[config.mk]
export PLATFORM = sky130hd
export DESIGN_NAME = vga_row_fetch_flat
export DESIGN_NICKNAME = d
export VERILOG_FILES = /design/src/rtl/vga_row_fetch_if.sv /design/src/rtl/vga_row_fetch.sv /design/src/flat_wrapper.sv
export SDC_FILE = /design/constraint.sdc
export NUM_CORES = 1
export LEC_CHECK = 0
export BUFFER_PORTS_ARGS = -buffer_cell sky130_fd_sc_hd__buf_4
export CAP_MARGIN = 15
export CORE_ASPECT_RATIO = 2
export CORE_MARGIN = 4
export CORE_UTILIZATION = 41
export DETAILED_ROUTE_END_ITERATION = 10
export HOLD_SLACK_MARGIN = 0.02
export PLACE_DENSITY_LB_ADDON = 0.08
export REMOVE_ABC_BUFFERS = 1
export SYNTH_ARGS = -nofsm -noshare
export SYNTH_HDL_FRONTEND = slang
export SYNTH_SLANG_ARGS = --single-unit
[constraint.sdc]
create_clock -name clk -period 1.55 [get_ports clk]
set_clock_uncertainty 0.1 [all_clocks]
set_input_delay 0.2325 -clock clk [delete_from_list [all_inputs] [get_ports clk]]
set_output_delay 0.2325 -clock clk [all_outputs]
set_load 0.05 [all_outputs]
[src/rtl/vga_row_fetch_if.sv]
// Row-fetch bus bundle: line request, VGA RAM port, nibble stream and status.
// slave is the fetch block, master is whatever drives requests and the RAM data.
interface vga_row_fetch_if;
  logic         line_start;
  logic [5:0]   line_idx;
  logic [31:0]  read_address;
  logic [159:0] ram_out;
  logic [3:0]   nibble;
  logic [1:0]   field_id;
  logic         nibble_valid;
  logic         nibble_ready;
  logic         busy;
  logic         row_done;
  logic [15:0]  overrun_cnt;

  modport slave (
    input  line_start, line_idx, ram_out, nibble_ready,
    output read_address, nibble, field_id, nibble_valid, busy, row_done,
           overrun_cnt
  );

  modport master (
    output line_start, line_idx, ram_out, nibble_ready,
    input  read_address, nibble, field_id, nibble_valid, busy, row_done,
           overrun_cnt
  );
endinterface

[src/rtl/vga_row_fetch.sv]
// VGA row fetch: reads one 160-bit row {instr, reg, data} from the VGA RAM and
// streams it out as 40 hex nibbles, MSB first, with a valid/ready handshake.
// Optional feature macro: VGA_ROW_FETCH_OVERRUN_CNT_EN builds the saturating
// counter of rejected line_start requests; without it overrun_cnt is tied to 0.
//
// state | meaning
// IDLE  | waiting for line_start
// ADDR  | read_address presented, RAM data captured at the end of this cycle
// SHIFT | nibble_valid high, one nibble per accepted transfer
// DONE  | row_done pulse, then back to IDLE
module vga_row_fetch #(
  parameter int ROWS     = 46,
  parameter int REG_ROWS = 32,
  parameter int NIBBLES  = 40
) (
  input logic          clk,
  input logic          rst_n,
  vga_row_fetch_if.slave bus
);

  typedef enum logic [1:0] {IDLE, ADDR, SHIFT, DONE} state_t;

  localparam logic [6:0]   ROWS_W     = 7'(ROWS);
  localparam logic [6:0]   REG_ROWS_W = 7'(REG_ROWS);
  localparam logic [5:0]   LAST_K     = 6'(NIBBLES - 1);
  // Clears the reg field (bits 95:64) for rows that have no register value.
  localparam logic [159:0] REG_KEEP   = ~(160'hFFFF_FFFF << 64);

  state_t       state, state_nxt;
  logic [159:0] shift_q;
  logic [5:0]   k_q;
  logic         oor_q;
  logic         regm_q;
  logic         accept;
  logic         xfer;
  logic         last_xfer;

  assign accept    = (state == IDLE) && bus.line_start;
  assign xfer      = (state == SHIFT) && bus.nibble_ready;
  assign last_xfer = xfer && (k_q == LAST_K);

  // Status outputs decode straight from the state register, so valid never
  // sees nibble_ready combinationally.
  assign bus.busy         = (state == ADDR) || (state == SHIFT);
  assign bus.nibble_valid = (state == SHIFT);
  assign bus.row_done     = (state == DONE);
  assign bus.nibble       = shift_q[159:156];

  // State register.
  always_ff @(posedge clk) begin
    if (!rst_n) state <= IDLE;
    else        state <= state_nxt;
  end

  // Next-state decode.
  always_comb begin
    state_nxt = state;
    case (state)
      IDLE:    if (bus.line_start) state_nxt = ADDR;
      ADDR:    state_nxt = SHIFT;
      SHIFT:   if (last_xfer) state_nxt = DONE;
      DONE:    state_nxt = IDLE;
      default: state_nxt = IDLE;
    endcase
  end

  // Field of the current nibble follows the fixed 64/32/64-bit row layout.
  always_comb begin
    bus.field_id = 2'd2;
    if (k_q < 6'd16)      bus.field_id = 2'd0;
    else if (k_q < 6'd24) bus.field_id = 2'd1;
  end

  // Address capture, row latch with masking, and the nibble shifter.
  always_ff @(posedge clk) begin
    if (!rst_n) begin
      bus.read_address <= '0;
      shift_q          <= '0;
      k_q              <= '0;
      oor_q            <= 1'b0;
      regm_q           <= 1'b0;
    end else begin
      if (accept) begin
        oor_q  <= ({1'b0, bus.line_idx} >= ROWS_W);
        regm_q <= ({1'b0, bus.line_idx} >= REG_ROWS_W);
        k_q    <= '0;
        // Out-of-range rows keep the previous address; their data is zeroed.
        if ({1'b0, bus.line_idx} < ROWS_W)
          bus.read_address <= {26'd0, bus.line_idx};
      end
      if (state == ADDR) begin
        if (oor_q)       shift_q <= '0;
        else if (regm_q) shift_q <= bus.ram_out & REG_KEEP;
        else             shift_q <= bus.ram_out;
      end
      if (xfer && !last_xfer) begin
        shift_q <= {shift_q[155:0], 4'h0};
        k_q     <= k_q + 6'd1;
      end
    end
  end

`ifdef VGA_ROW_FETCH_OVERRUN_CNT_EN
  logic        reject;
  logic [15:0] ovr_q;

  assign reject          = (state != IDLE) && bus.line_start;
  assign bus.overrun_cnt = ovr_q;

  // Saturating count of line_start requests that arrive while a row is active.
  always_ff @(posedge clk) begin
    if (!rst_n)                           ovr_q <= '0;
    else if (reject && ovr_q != 16'hFFFF) ovr_q <= ovr_q + 16'd1;
  end
`else
  assign bus.overrun_cnt = 16'd0;
`endif

endmodule
[src/flat_wrapper.sv]
// flat-port wrapper written by rule: the top's interface ports become plain ports
module vga_row_fetch_flat 
#(
  parameter int ROWS     = 46,
  parameter int REG_ROWS = 32,
  parameter int NIBBLES  = 40
)
  (clk, rst_n, bus_line_start, bus_line_idx, bus_ram_out, bus_nibble_ready, bus_read_address, bus_nibble, bus_field_id, bus_nibble_valid, bus_busy, bus_row_done, bus_overrun_cnt);
  vga_row_fetch_if bus_i ();
  input logic clk;
  input logic rst_n;
  input wire logic [$bits(bus_i.line_start)-1:0] bus_line_start;
  input wire logic [$bits(bus_i.line_idx)-1:0] bus_line_idx;
  input wire logic [$bits(bus_i.ram_out)-1:0] bus_ram_out;
  input wire logic [$bits(bus_i.nibble_ready)-1:0] bus_nibble_ready;
  output wire logic [$bits(bus_i.read_address)-1:0] bus_read_address;
  output wire logic [$bits(bus_i.nibble)-1:0] bus_nibble;
  output wire logic [$bits(bus_i.field_id)-1:0] bus_field_id;
  output wire logic [$bits(bus_i.nibble_valid)-1:0] bus_nibble_valid;
  output wire logic [$bits(bus_i.busy)-1:0] bus_busy;
  output wire logic [$bits(bus_i.row_done)-1:0] bus_row_done;
  output wire logic [$bits(bus_i.overrun_cnt)-1:0] bus_overrun_cnt;
  assign bus_i.line_start = bus_line_start;
  assign bus_i.line_idx = bus_line_idx;
  assign bus_i.ram_out = bus_ram_out;
  assign bus_i.nibble_ready = bus_nibble_ready;
  assign bus_read_address = bus_i.read_address;
  assign bus_nibble = bus_i.nibble;
  assign bus_field_id = bus_i.field_id;
  assign bus_nibble_valid = bus_i.nibble_valid;
  assign bus_busy = bus_i.busy;
  assign bus_row_done = bus_i.row_done;
  assign bus_overrun_cnt = bus_i.overrun_cnt;
  vga_row_fetch #(.ROWS(ROWS), .REG_ROWS(REG_ROWS), .NIBBLES(NIBBLES)) u_core (.clk(clk), .rst_n(rst_n), .bus(bus_i));
endmodule
# Word level (Yosys, flattened, before mapping)
# Index checks and enable logic that the tools add are counted.
[totals] output_inout_bits=57 word_cells=43 ff_bits=176
[classes] addsub=1 n_eq_ne=6 n_mux=11 n_reduce_logical=12 bitwise=1 magnitude_cmp=5
[op_table] cell="2-to-1 mux 160 bit" count=3
[op_table] cell="2-to-1 mux 96 bit" count=1
[op_table] cell=">= comparator 6 bit (second input constant)" count=2
[op_table] cell="less-than comparator 6 x 5 -> 1 bit (second input constant)" count=2
[op_table] cell="2-to-1 mux 6 bit" count=2
[op_table] cell="2-to-1 mux 2 bit" count=4
[op_table] cell="case mux 2 bit (4 select lines)" count=1
[op_table] cell="adder 6 x 1 -> 6 bit (second input constant)" count=1
[op_table] cell="== test 6 bit (second input constant)" count=1
[op_table] cell="less-than comparator 6 bit (second input constant)" count=1
[op_table] cell="== test 2 bit (second input constant)" count=2
[op_table] cell="logical AND 1 bit" count=4
[op_table] cell="AND reduction 2 bit" count=2
[op_table] cell="nonzero test 2 bit" count=2
[op_table] cell="== test 2 x 1 -> 1 bit (second input constant)" count=1
[op_table] cell="logical NOT 2 bit" count=1
[op_table] cell="!= test 2 x 1 -> 1 bit (second input constant)" count=1
[op_table] cell="!= test 2 bit (second input constant)" count=1
[op_table] cell="OR reduction 2 bit" count=1
[op_table] cell="logical NOT 1 bit" count=1
[op_table] cell="logical OR 1 bit" count=1
[op_table] cell="NOT 1 bit" count=1

# Logic depth before layout (Yosys ltp)
# Gate-level depths: netlist (run 1).
[logic_depth] word_depth=6 depth_mapped=8 ltp_nobuf=6

# Worst setup path after synthesis (run 1)
# No wires, ideal clock.
[synth_timing] path_kind="flip-flop to flip-flop" start="register u_core.state[0]" end="register u_core.shift_q[118]" t_arrival_ps=1976 path_stages_with_launch=9 slack_ps=-607 cell_sequence="dfxtp_1 -> inv_1 -> ha_1 -> nand2_1 -> a21o_1 -> buf_6 -> buf_6 -> buf_6 -> a211oi_2"
[synth_between] elab_chain_cells=6 word_cells_on_any_way=8
[synth_lines] element="from (decl)" line="vga_row_fetch.sv:29" text="state_t state, state_nxt;"
[synth_lines] element="from (signal assigned)" line="vga_row_fetch.sv:52" text="else state <= state_nxt;"
[synth_lines] element="== test 2 bit (*)"
[synth_lines] element="via bus_nibble_valid" line="flat_wrapper.sv:19" text="output wire logic [$bits(bus_i.nibble_valid)-1:0] bus_nibble_valid;"
[synth_lines] element="logical AND 1 bit (*)" line="vga_row_fetch.sv:39" text="assign xfer = (state == SHIFT) && bus.nibble_ready;"
[synth_lines] element="logical AND 1 bit" line="vga_row_fetch.sv:40" text="assign last_xfer = xfer && (k_q == LAST_K);"
[synth_lines] element="logical NOT 1 bit" line="vga_row_fetch.sv:96" text="if (xfer && !last_xfer) begin"
[synth_lines] element="logical AND 1 bit (*)" line="vga_row_fetch.sv:96"
[synth_lines] element="2-to-1 mux 160 bit or nonzero test 2 bit (tied branches)"
[synth_lines] element="to (signal assigned)" line="vga_row_fetch.sv:93" text="else if (regm_q) shift_q <= bus.ram_out & REG_KEEP;"
[synth_lines] element="to (signal assigned)" line="vga_row_fetch.sv:94" text="else shift_q <= bus.ram_out;"
[synth_lines] element="to (signal assigned)" line="vga_row_fetch.sv:97" text="shift_q <= {shift_q[155:0], 4'h0};"
[synth_lines] element="to (decl)" line="vga_row_fetch.sv:30" text="logic [159:0] shift_q;"
# The timed path passes the listed nets; every way through them passes the cells marked *.
# A chain may end at the register's enable or synchronous reset.

# Worst setup path after layout (run 1)
[layout_timing] start="register u_core.k_q[1]" end="register u_core.shift_q[152]"
[layout_between] elab_chain_cells=5 word_cells_on_any_way=6
[layout_lines] element="from (decl)" line="vga_row_fetch.sv:31" text="logic [5:0] k_q;"
[layout_lines] element="from (signal assigned)" line="vga_row_fetch.sv:98" text="k_q <= k_q + 6'd1;"
[layout_lines] element="== test 6 bit (*)" line="vga_row_fetch.sv:40"
[layout_lines] element="logical AND 1 bit (*)" line="vga_row_fetch.sv:40"
[layout_lines] element="logical NOT 1 bit (*)" line="vga_row_fetch.sv:96"
[layout_lines] element="logical AND 1 bit (*)" line="vga_row_fetch.sv:96"
[layout_lines] element="2-to-1 mux 160 bit or nonzero test 2 bit (tied branches)"
# Every way passes the cells marked *; elsewhere a longest branch is shown, timed or not.

==> results.yml, run 1 <==
die:
  chipWidth_um: 112
  die_area_mm2: 0.0244
  dieHeight_um: 217
  coreArea_mm2: 0.0215
  io_pins: 227
  start_util: 0.417
  row_count: 76
timing:
  hold_viol_final: 0
  fin_crit_ns: 1.80
  grt_setup_unrepaired: "true"
  fin_ws_ns: -0.249
  worstMarginPinSlew_ns: 0.502
  setup_viol: 170
  drv_slew: 0
  whs_ns: 0.0329
  clock.fmax_mhz: 556
  max-slew-margin-rel: 0.665
  fin_crit_sh: 1.16
power:
  p_int_w: 0.0144
  power_w: 0.0225
  p_clk_frac: 0.189
  p_per_area_mw_per_mm2: 1570
  combPwrFrac: 0.494
  p_leak_nw: 5.89
  switchingPower_w: 0.00809
  p_sw_frac: 0.360
  ir_worst_vdd_mv: 0.916
  p_seq_frac: 0.317
route:
  drt_iter0_drc: 273
  drc: 0
  ant_nets: 0
  wirelength_um: 28800
  wl_per_cell_um: 18.2
  firstDrtPassIters: 4
  via_per_inst: 5.29
  vias: 8381
setup_path:
  regToRegStartpoint: "u_core.k_q[1]$_SDFFE_PN0P_"
  startpoint_type: "flip-flop"
  crit_type: "reg2reg"
  crit_arrival_ns: 2.02
  crit_start: "u_core.k_q[1]$_SDFFE_PN0P_"
  crit_required_ns: 1.77
  endpoint_kind: "flip-flop"
  cp_max_fo: 6
cells_and_area:
  synthToLayoutAreaGrowth_pct: 59.4
  layout_commonest_cell: "buf_4"
  layout_common_cells: "buf_4, dfxtp_1, nor2b_1"
  fillCellCount: 1724
  final_net_count: 1474
  drive_gt1_frac: 0.503
  instances_no_fill: 1584
  multi_input_area_mm2: 0.00577
  final-seq-area_mm2: 0.00353
run_status:
  violations: "setup timing"
  status: "finished, violations left"
place:
  port_buffers: 184
  post-dp-hpwl_um: 16400
  place.gp.congestion: 0.795
  dp.cells: 1464
synthesis:
  ys_types: 35
  syn_inst: 1029
  ys.flop_type: "dfxtp_1"
  synth-seq-area-share: 0.394
  ys_seq_elements: 176
  synth_edf_count: 0
  async_flop_share: 0
  syn_area_per_cell_um2: 8.70
  syn_area_mm2: 0.00895
  yosysWarnings: 0
run:
  cap_violations: 0
global_routing:
  grt_pass1_vias: 8147
  grt_pass1_wl_um: 41400
  grt_max_degree: 53
  antenna_found_initial: 2
  gr-total-overflow: 0
  grt.total_usage: 0.210
clocking:
  cts_buffers: 17
  ctsHtreeMaxLevel: 4
  cts_num_sinks: 176
  clock_path_buffers: 2
  cts_tree: "done"
  clkTransAtPathRegs_ns: 0.07
  clkLatencyLatePin_ns: 0.44
  cts_root_buffer: "clkbuf_16"
worst_hold_path:
  hp-start: "bus_ram_out[57]"
  hold_class: "in2reg"
==> per-stage QoR <==
stage	setup WS (ns)	util	setup TNS, ns	area, um2
after floorplan	-7.21	-	-1147.48	8280
after global placement	-0.264	0.509	-30.37	10900
after detailed placement	-0.313	0.509	-39.68	10900
after CTS	-0.249	0.602	-32.35	12900
after global routing	-0.330	0.664	-37.99	14300
final	-0.249	0.664	-27.44	14300
==> final cells by class <==
type                    count  share of cell area
multi-input cells         756               0.404
repair buffers            343               0.282
diodes                      2            0.000351
clock inverters             6             0.00579
inverters                   4             0.00193
flip-flops and latches    176               0.248
well taps                 273              0.0239
clock buffers              24              0.0338
==> path summary, 6_finish.rpt <==
path | to | slack, ns | cells past startpoint
worst max-delay path | u_core.shift_q[152]$_SDFFE_PN0P_ | -0.25 | 8
worst min-delay path | u_core.shift_q[57]$_SDFFE_PN0P_ | 0.03 | 3
worst max register to register | u_core.shift_q[152]$_SDFFE_PN0P_ | -0.25 | 8
worst min register to register | u_core.regm_q$_SDFFE_PN0P_ | 0.37 | 2
==> state kept, by name (all words and copies together), names as in the netlist <==
register and cells:
u_core.k_q 6, u_core.shift_q 160, u_core.bus.read_address 6, u_core.state 2
u_core.regm_q 1, u_core.oor_q 1
==> logic make-up (layout without fill, tap and decap cells) <==
kind of cell,after synthesis,after routing,synth area share
multiplexers,5,5,0.00559
adder cells (fa/ha/maj),6,6,0.00839
AND/OR/NAND/NOR,363,363,0.203
flip-flops,176,176,0.394
buffers and inverters,142,377,0.0937
other,1,44,0.000419
AO/OA/AOI/OAI,336,340,0.295
==> per-layer routing <==
layer  wire length [um]  vias to the layer above  global-route usage
met1              10700                     3997               0.228
li1                   -                     4088                   -
met3               1450                       59              0.0492
met4               1020                        0              0.0963
met2              15600                      237               0.382
met5                  0                        -                   0
==> Yosys cell counts (2+ instances only) <==
cell,n,area [um2]
buf_6,12,135
nor2b_1,163,1020
nand3_1,4,20.0
buf_1,2,7.51
ha_1,6,75.1
inv_1,3,11.3
a21oi_1,133,666
nand2b_1,3,18.8
a211oi_2,100,1250
buf_2,25,125
buf_4,49,368
clkbuf_1,50,188
o211ai_1,2,15.0
nand2_1,13,48.8
o21ai_0,5,25.0
nand4_1,4,25.0
mux2i_1,5,50.1
a31oi_1,35,219
a211oi_1,56,420
nor2_1,169,634
dfxtp_1,176,3520
==> power by group through the flow <==
| stage | registers (W) | logic [W] | clock network, W |
|---|---|---|---|
| 2_1_floorplan | 0.00604 | 0.00383 | 0 |
| 3_3_place_gp | 0.00688 | 0.00774 | 0 |
| 3_5_place_dp | 0.00688 | 0.00783 | 0 |
| 4_1_cts | 0.00689 | 0.00942 | 0.00434 |
| 5_1_grt | 0.00731 | 0.0119 | 0.00451 |
| 6_report | 0.00713 | 0.0111 | 0.00424 |
==> worst max-delay path: stages (launching register included) <==
cell and delay (ns):
dfxtp_2 0.33, ha_4 0.15, and4bb_2 0.25, buf_6 0.13, a21o_4 0.28, buf_12 0.16, buf_16 0.14, nor2_2 0.09
a211oi_2 0.04
==> what timing repair did <==
action                                 CTS  global route
gates resized for setup                133           206
hold buffers                            16             1
setup endpoints to repair              177           177
gates cloned                            23            26
pin swaps                               33            76
endpoints found under the hold margin   16             1
buffers inserted                        19             6
Power figures use the tool's default switching activity.
==> run 2, diff against run 1 <==
==> constraint.sdc (replaced) <==
create_clock -name clk -period 1.51 [get_ports clk]
set_clock_uncertainty 0.1 [all_clocks]
set_input_delay 0.2265 -clock clk [delete_from_list [all_inputs] [get_ports clk]]
set_output_delay 0.2265 -clock clk [all_outputs]
set_load 0.05 [all_outputs]
==> run 2 against run 1 <==
Net effect: the flow still finishes with violations (setup timing); count of clock-buffer cells in the layout fell by 1; maximum frequency grew 1.8%; critical endpoint is now u_core.shift_q[14]$_SDFFE_PN0P_; sequential cell count unchanged; total power rose by 0.68%; via count is 1.3% lower; critical path type unchanged; sequential share of layout area grew 0.49 points; largest power group unchanged.
==> results.yml, run 2 (same netlist as run 1, synthesis figures left out) <==
clocking:
  clock_path_buffers: 2
  ctsHtreeMaxLevel: 4
  cts_num_sinks: 176
  clkTransAtPathRegs_ns: 0.06
  clkLatencyLatePin_ns: 0.44
  cts_buffers: 17
  cts_tree: "done"
  cts_root_buffer: "clkbuf_16"
setup_path:
  crit_top_cell: "buf_12"
  cp_max_fo: 6
  crit_arrival_ns: 2.03
  endpoint_kind: "flip-flop"
  path_buf_inv: 3
  slowest_delay_ns: 0.33
  crit_family: "compound AO/OA/AOI/OAI gates"
  path_cells: "ha_4, and4bb_2, a21o_4, buf_12, buf_12, buf_16, a211oi_2"
  crit_required_ns: 1.77
  crit_path_top_delay_cell: "dfxtp_2"
  startpoint_type: "flip-flop"
  crit_type: "reg2reg"
power:
  p_clk_frac: 0.199
  p_sw_frac: 0.359
  p_per_area_mw_per_mm2: 1620
  p_int_w: 0.0145
  p_leak_nw: 5.87
  ir_worst_vdd_mv: 1.13
  power_w: 0.0226
  switchingPower_w: 0.00811
  combPwrFrac: 0.484
  p_seq_frac: 0.316
route:
  m1WireLength_um: 10900
  wl_per_cell_um: 17.9
  vias: 8272
  drt_iter0_drc: 319
  firstDrtPassIters: 4
  top_layer: "met4"
  drc: 0
  ant_nets: 0
  wirelength_um: 28300
  met3_length_um: 1350
  routed-wl-met2_um: 15300
  via_per_inst: 5.24
place:
  dp_slack_ns: -0.303
  place.gp.congestion: 0.799
  dp.cells: 1454
  port_buffers: 184
  post-dp-hpwl_um: 16000
global_routing:
  grt_max_degree: 40
  grt.total_usage: 0.214
  grt_pass1_vias: 8285
  gr-total-overflow: 0
  antenna_found_initial: 0
  grt_pass1_wl_um: 42200
cells_and_area:
  diodes: 0
  largest_register: "u_core.shift_q"
  largest_reg_flops: 160
  final_net_count: 1470
  top_regs: "u_core.shift_q x160, u_core.bus.read_address x6, u_core.k_q x6"
  drive_gt1_frac: 0.475
  layout_commonest_cell: "buf_4"
  instances_no_fill: 1580
  synthToLayoutAreaGrowth_pct: 56.4
  layout_common_cells: "buf_4, dfxtp_1, nor2b_1"
  final_util: 0.652
timing:
  fin_ws_ns: -0.258
  drv_slew: 0
  hold_viol_final: 0
  setup_viol: 171
  fin_crit_sh: 1.17
  grt_setup_unrepaired: "true"
  fin_crit_ns: 1.77
  clock.fmax_mhz: 566
  finalSetupTns_ns: -32.27
die:
  die_area_mm2: 0.0244
  dieHeight_um: 217
  coreArea_mm2: 0.0215
  row_count: 76
  io_pins: 227
  chipWidth_um: 112
  start_util: 0.417
run_status:
  status: "finished, violations left"
  violations: "setup timing"
worst_hold_path:
  hold_class: "in2reg"
run:
  cap_violations: 0
run 2: metal layers:
| layer | vias to the layer above | global-route usage |
|---|---|---|
| li1 | 4069 | - |
| met1 | 3974 | 0.240 |
| met2 | 191 | 0.396 |
| met3 | 38 | 0.0509 |
| met4 | 0 | 0.0658 |
| met5 | - | 0 |
run 2: what timing repair did:
item / CTS / global route
hold endpoints to repair: 25 / 1
hold buffers: 25 / 1
pin swaps: 28 / 26
setup buffers: 22 / 6
cloned: 23 / 20
endpoints found under the setup margin: 179 / 176
resized for setup: 187 / 91
run 2: worst register-to-register path, stage by stage (launching register included):
cell and delay (ns):
dfxtp_2 0.33, ha_4 0.15, and4bb_2 0.23, a21o_4 0.27, buf_12 0.15, buf_12 0.13
buf_16 0.14, a211oi_2 0.19
run 2: path summary, 6_finish.rpt:
path / startpoint / end / slack [ns] / cells after the start
max: u_core.k_q[1]$_SDFFE_PN0P_ / u_core.shift_q[14]$_SDFFE_PN0P_ / -0.26 / 7
max reg2reg: u_core.k_q[1]$_SDFFE_PN0P_ / u_core.shift_q[14]$_SDFFE_PN0P_ / -0.26 / 7
min: bus_ram_out[61] / u_core.shift_q[61]$_SDFFE_PN0P_ / 0.02 / 3
min reg2reg: u_core.regm_q$_SDFFE_PN0P_ / u_core.regm_q$_SDFFE_PN0P_ / 0.37 / 2
run 2: final cells by class:
class / count / area, um2
Sequential cell: 176 / 3540
Fill cell: 1784 / 7490
Timing Repair Buffer: 339 / 3880
Clock inverter: 9 / 106
Inverter: 4 / 25.0
Clock buffer: 23 / 488
Multi-Input combinational cell: 756 / 5620
Tap cell: 273 / 342
run 2: stage by stage:
step	hold slack, ns	instance area [um2]
final	0.0169	14000
after global routing	0.0208	14000
after CTS	0.0202	13200
after detailed placement	0.361	10900
after global placement	0.356	10900
after floorplan	0.266	8280
run 2: power groups by stage:
| stage | combinational (W) | clock (W) | sequential (W) |
|---|---|---|---|
| final | 0.0110 | 0.00450 | 0.00716 |
| after global routing | 0.0118 | 0.00476 | 0.00734 |
| after CTS | 0.00984 | 0.00461 | 0.00708 |
| after detailed placement | 0.00796 | 0 | 0.00705 |
| after global placement | 0.00787 | 0 | 0.00705 |
| after floorplan | 0.00388 | 0 | 0.00618 |
==> run 3, diff against run 2 <==
--- a/config.mk
+++ b/config.mk
@@ -13,6 +13,7 @@
 export DETAILED_ROUTE_END_ITERATION = 10
 export HOLD_SLACK_MARGIN = 0.02
 export PLACE_DENSITY_LB_ADDON = 0.08
+export RECOVER_POWER = 25
 export REMOVE_ABC_BUFFERS = 1
 export SYNTH_ARGS = -nofsm -noshare
 export SYNTH_HDL_FRONTEND = slang
==> constraint.sdc (replaced) <==
create_clock -name clk -period 2.15 [get_ports clk]
set_clock_uncertainty 0.1 [all_clocks]
set_input_delay 0.3225 -clock clk [delete_from_list [all_inputs] [get_ports clk]]
set_output_delay 0.3225 -clock clk [all_outputs]
set_load 0.05 [all_outputs]
==> run 3 against run 2 <==
Net effect: the flow now finishes without violations; utilization shrank 14 points; first-iteration DRC count grew 17%; worst setup slack gained 0.42 ns; non-clock buffer count shrank 122; final cell count shrank 7.9%; largest cell class unchanged; sequential cell count is the same.
==> results.yml, run 3 (same netlist as run 1, synthesis figures left out) <==
run_status:
  status: "completed"
route:
  ant_nets: 0
  top_layer: "met4"
  firstDrtPassIters: 4
  routed-wl-met2_um: 11300
  met3_length_um: 1210
  wl_per_cell_um: 15.2
  drt_iter0_drc: 372
  m1WireLength_um: 9190
  wirelength_um: 22100
  drc: 0
  via_per_inst: 5.11
  vias: 7439
cells_and_area:
  synthToLayoutAreaGrowth_pct: 22.8
  final-seq-area_mm2: 0.00352
  layout_common_cells: "buf_4, dfxtp_1, nor2_1"
  final_util: 0.512
  top_regs: "u_core.shift_q x160, u_core.bus.read_address x6, u_core.k_q x6"
  final_net_count: 1345
  largest_register: "u_core.shift_q"
  design_area_mm2: 0.0110
  layout_commonest_cell: "buf_4"
  fillCellCount: 2166
  drive_gt1_frac: 0.284
  largest_reg_flops: 160
  multi_input_area_mm2: 0.00477
timing:
  worstMarginPinSlew_ns: 0.630
  hold_viol_final: 0
  grt_setup_unrepaired: "false"
  fin_crit_ns: 1.99
  whs_ns: 0.0535
  max-slew-margin-rel: 0.582
  clock.fmax_mhz: 503
  fin_crit_sh: 0.924
  setup_viol: 0
  drv_slew: 0
  fin_ws_ns: 0.164
power:
  p_per_area_mw_per_mm2: 1180
  p_sw_frac: 0.355
  p_seq_frac: 0.378
  combPwrFrac: 0.381
  p_int_w: 0.00837
  p_leak_nw: 4.64
  switchingPower_w: 0.00460
  p_clk_frac: 0.242
  ir_worst_vdd_mv: 0.568
global_routing:
  grt_max_degree: 115
  grt_pass1_vias: 7177
  antenna_found_initial: 1
  gr-total-overflow: 0
  grt.total_usage: 0.179
  grt_pass1_wl_um: 35700
clocking:
  cts_root_buffer: "clkbuf_16"
  ctsHtreeMaxLevel: 4
  clock_path_buffers: 2
  clkTransAtPathRegs_ns: 0.06
  cts_buffers: 17
  cts_tree: "done"
  cts_num_sinks: 176
  clkLatencyLatePin_ns: 0.43
place:
  port_buffers: 184
  dp_slack_ns: 0.119
  post-dp-hpwl_um: 14700
  place.gp.congestion: 0.743
  place_area_mm2: 0.0104
die:
  io_pins: 227
  start_util: 0.417
  row_count: 76
  coreArea_mm2: 0.0215
  die_area_mm2: 0.0244
  dieHeight_um: 217
  chipWidth_um: 112
setup_path:
  endpoint_kind: "flip-flop"
  r2r_slack_ns: 0.16
  crit_required_ns: 2.40
  reg2regPathDepth: 8
  cp_max_fo: 31
  crit_arrival_ns: 2.23
  crit_type: "reg2reg"
  startpoint_type: "flip-flop"
run:
  cap_violations: 0
worst_hold_path:
  hold_class: "in2reg"
  hold_depth: 3
==> run 3: worst max-delay path, stage by stage (launching register included) <==
cell      delay (ns)
dfxtp_1         0.42
inv_1           0.11
ha_1            0.26
nand2_1         0.15
a21o_4          0.23
buf_4           0.16
buf_12          0.18
nor2_1          0.07
a211oi_2        0.19
==> run 3: cell type report <==
class                           count  share of cell area
Antenna cell                        1            0.000228
Multi-Input combinational cell    753               0.434
Timing Repair Buffer              217               0.159
Tap cell                          273              0.0311
Clock inverter                     10              0.0125
Sequential cell                   176               0.321
Clock buffer                       21              0.0410
Inverter                            4             0.00205
==> run 3: power groups by stage <==
stage / combinational [W] / sequential [W] / clock [W]
6_report: 0.00494 / 0.00490 / 0.00314
5_1_grt: 0.00550 / 0.00504 / 0.00337
4_1_cts: 0.00507 / 0.00491 / 0.00325
3_5_place_dp: 0.00505 / 0.00496 / 0
2_1_floorplan: 0.00333 / 0.00466 / 0
3_3_place_gp: 0.00498 / 0.00496 / 0
==> run 3: path summary, 6_finish.rpt <==
check,from,end
setup reg to reg,u_core.state[0]$_SDFFE_PN0P_,u_core.shift_q[17]$_SDFFE_PN0P_
hold reg to reg,u_core.bus.read_address[4]$_SDFFE_PN0P_,u_core.bus.read_address[4]$_SDFFE_PN0P_
setup / recovery,u_core.state[0]$_SDFFE_PN0P_,u_core.shift_q[17]$_SDFFE_PN0P_
hold / removal,bus_line_idx[1],u_core.bus.read_address[1]$_SDFFE_PN0P_
==> run 3: per-layer routing <==
metal  vias to the layer above  global-route usage
li1                       3788                   -
met1                      3458               0.207
met2                       166               0.313
met3                        27              0.0518
met4                         0              0.0606
met5                         -                   0
==> run 3: per-stage QoR <==
stage	total power [W]	cells	setup TNS (ns)
after global placement	0.00995	1413	0
after floorplan	0.00799	932	-1043.69
after detailed placement	0.0100	1413	0
final	0.0130	1455	0
after global routing	0.0139	1455	0
after CTS	0.0132	1449	0
==> run 3: repair_timing <==
item,in CTS,in global routing
hold buffers,5,0
setup endpoints to repair,0,22
gates resized for setup,0,3
buffers inserted,0,4
endpoints found under the hold margin,5,0
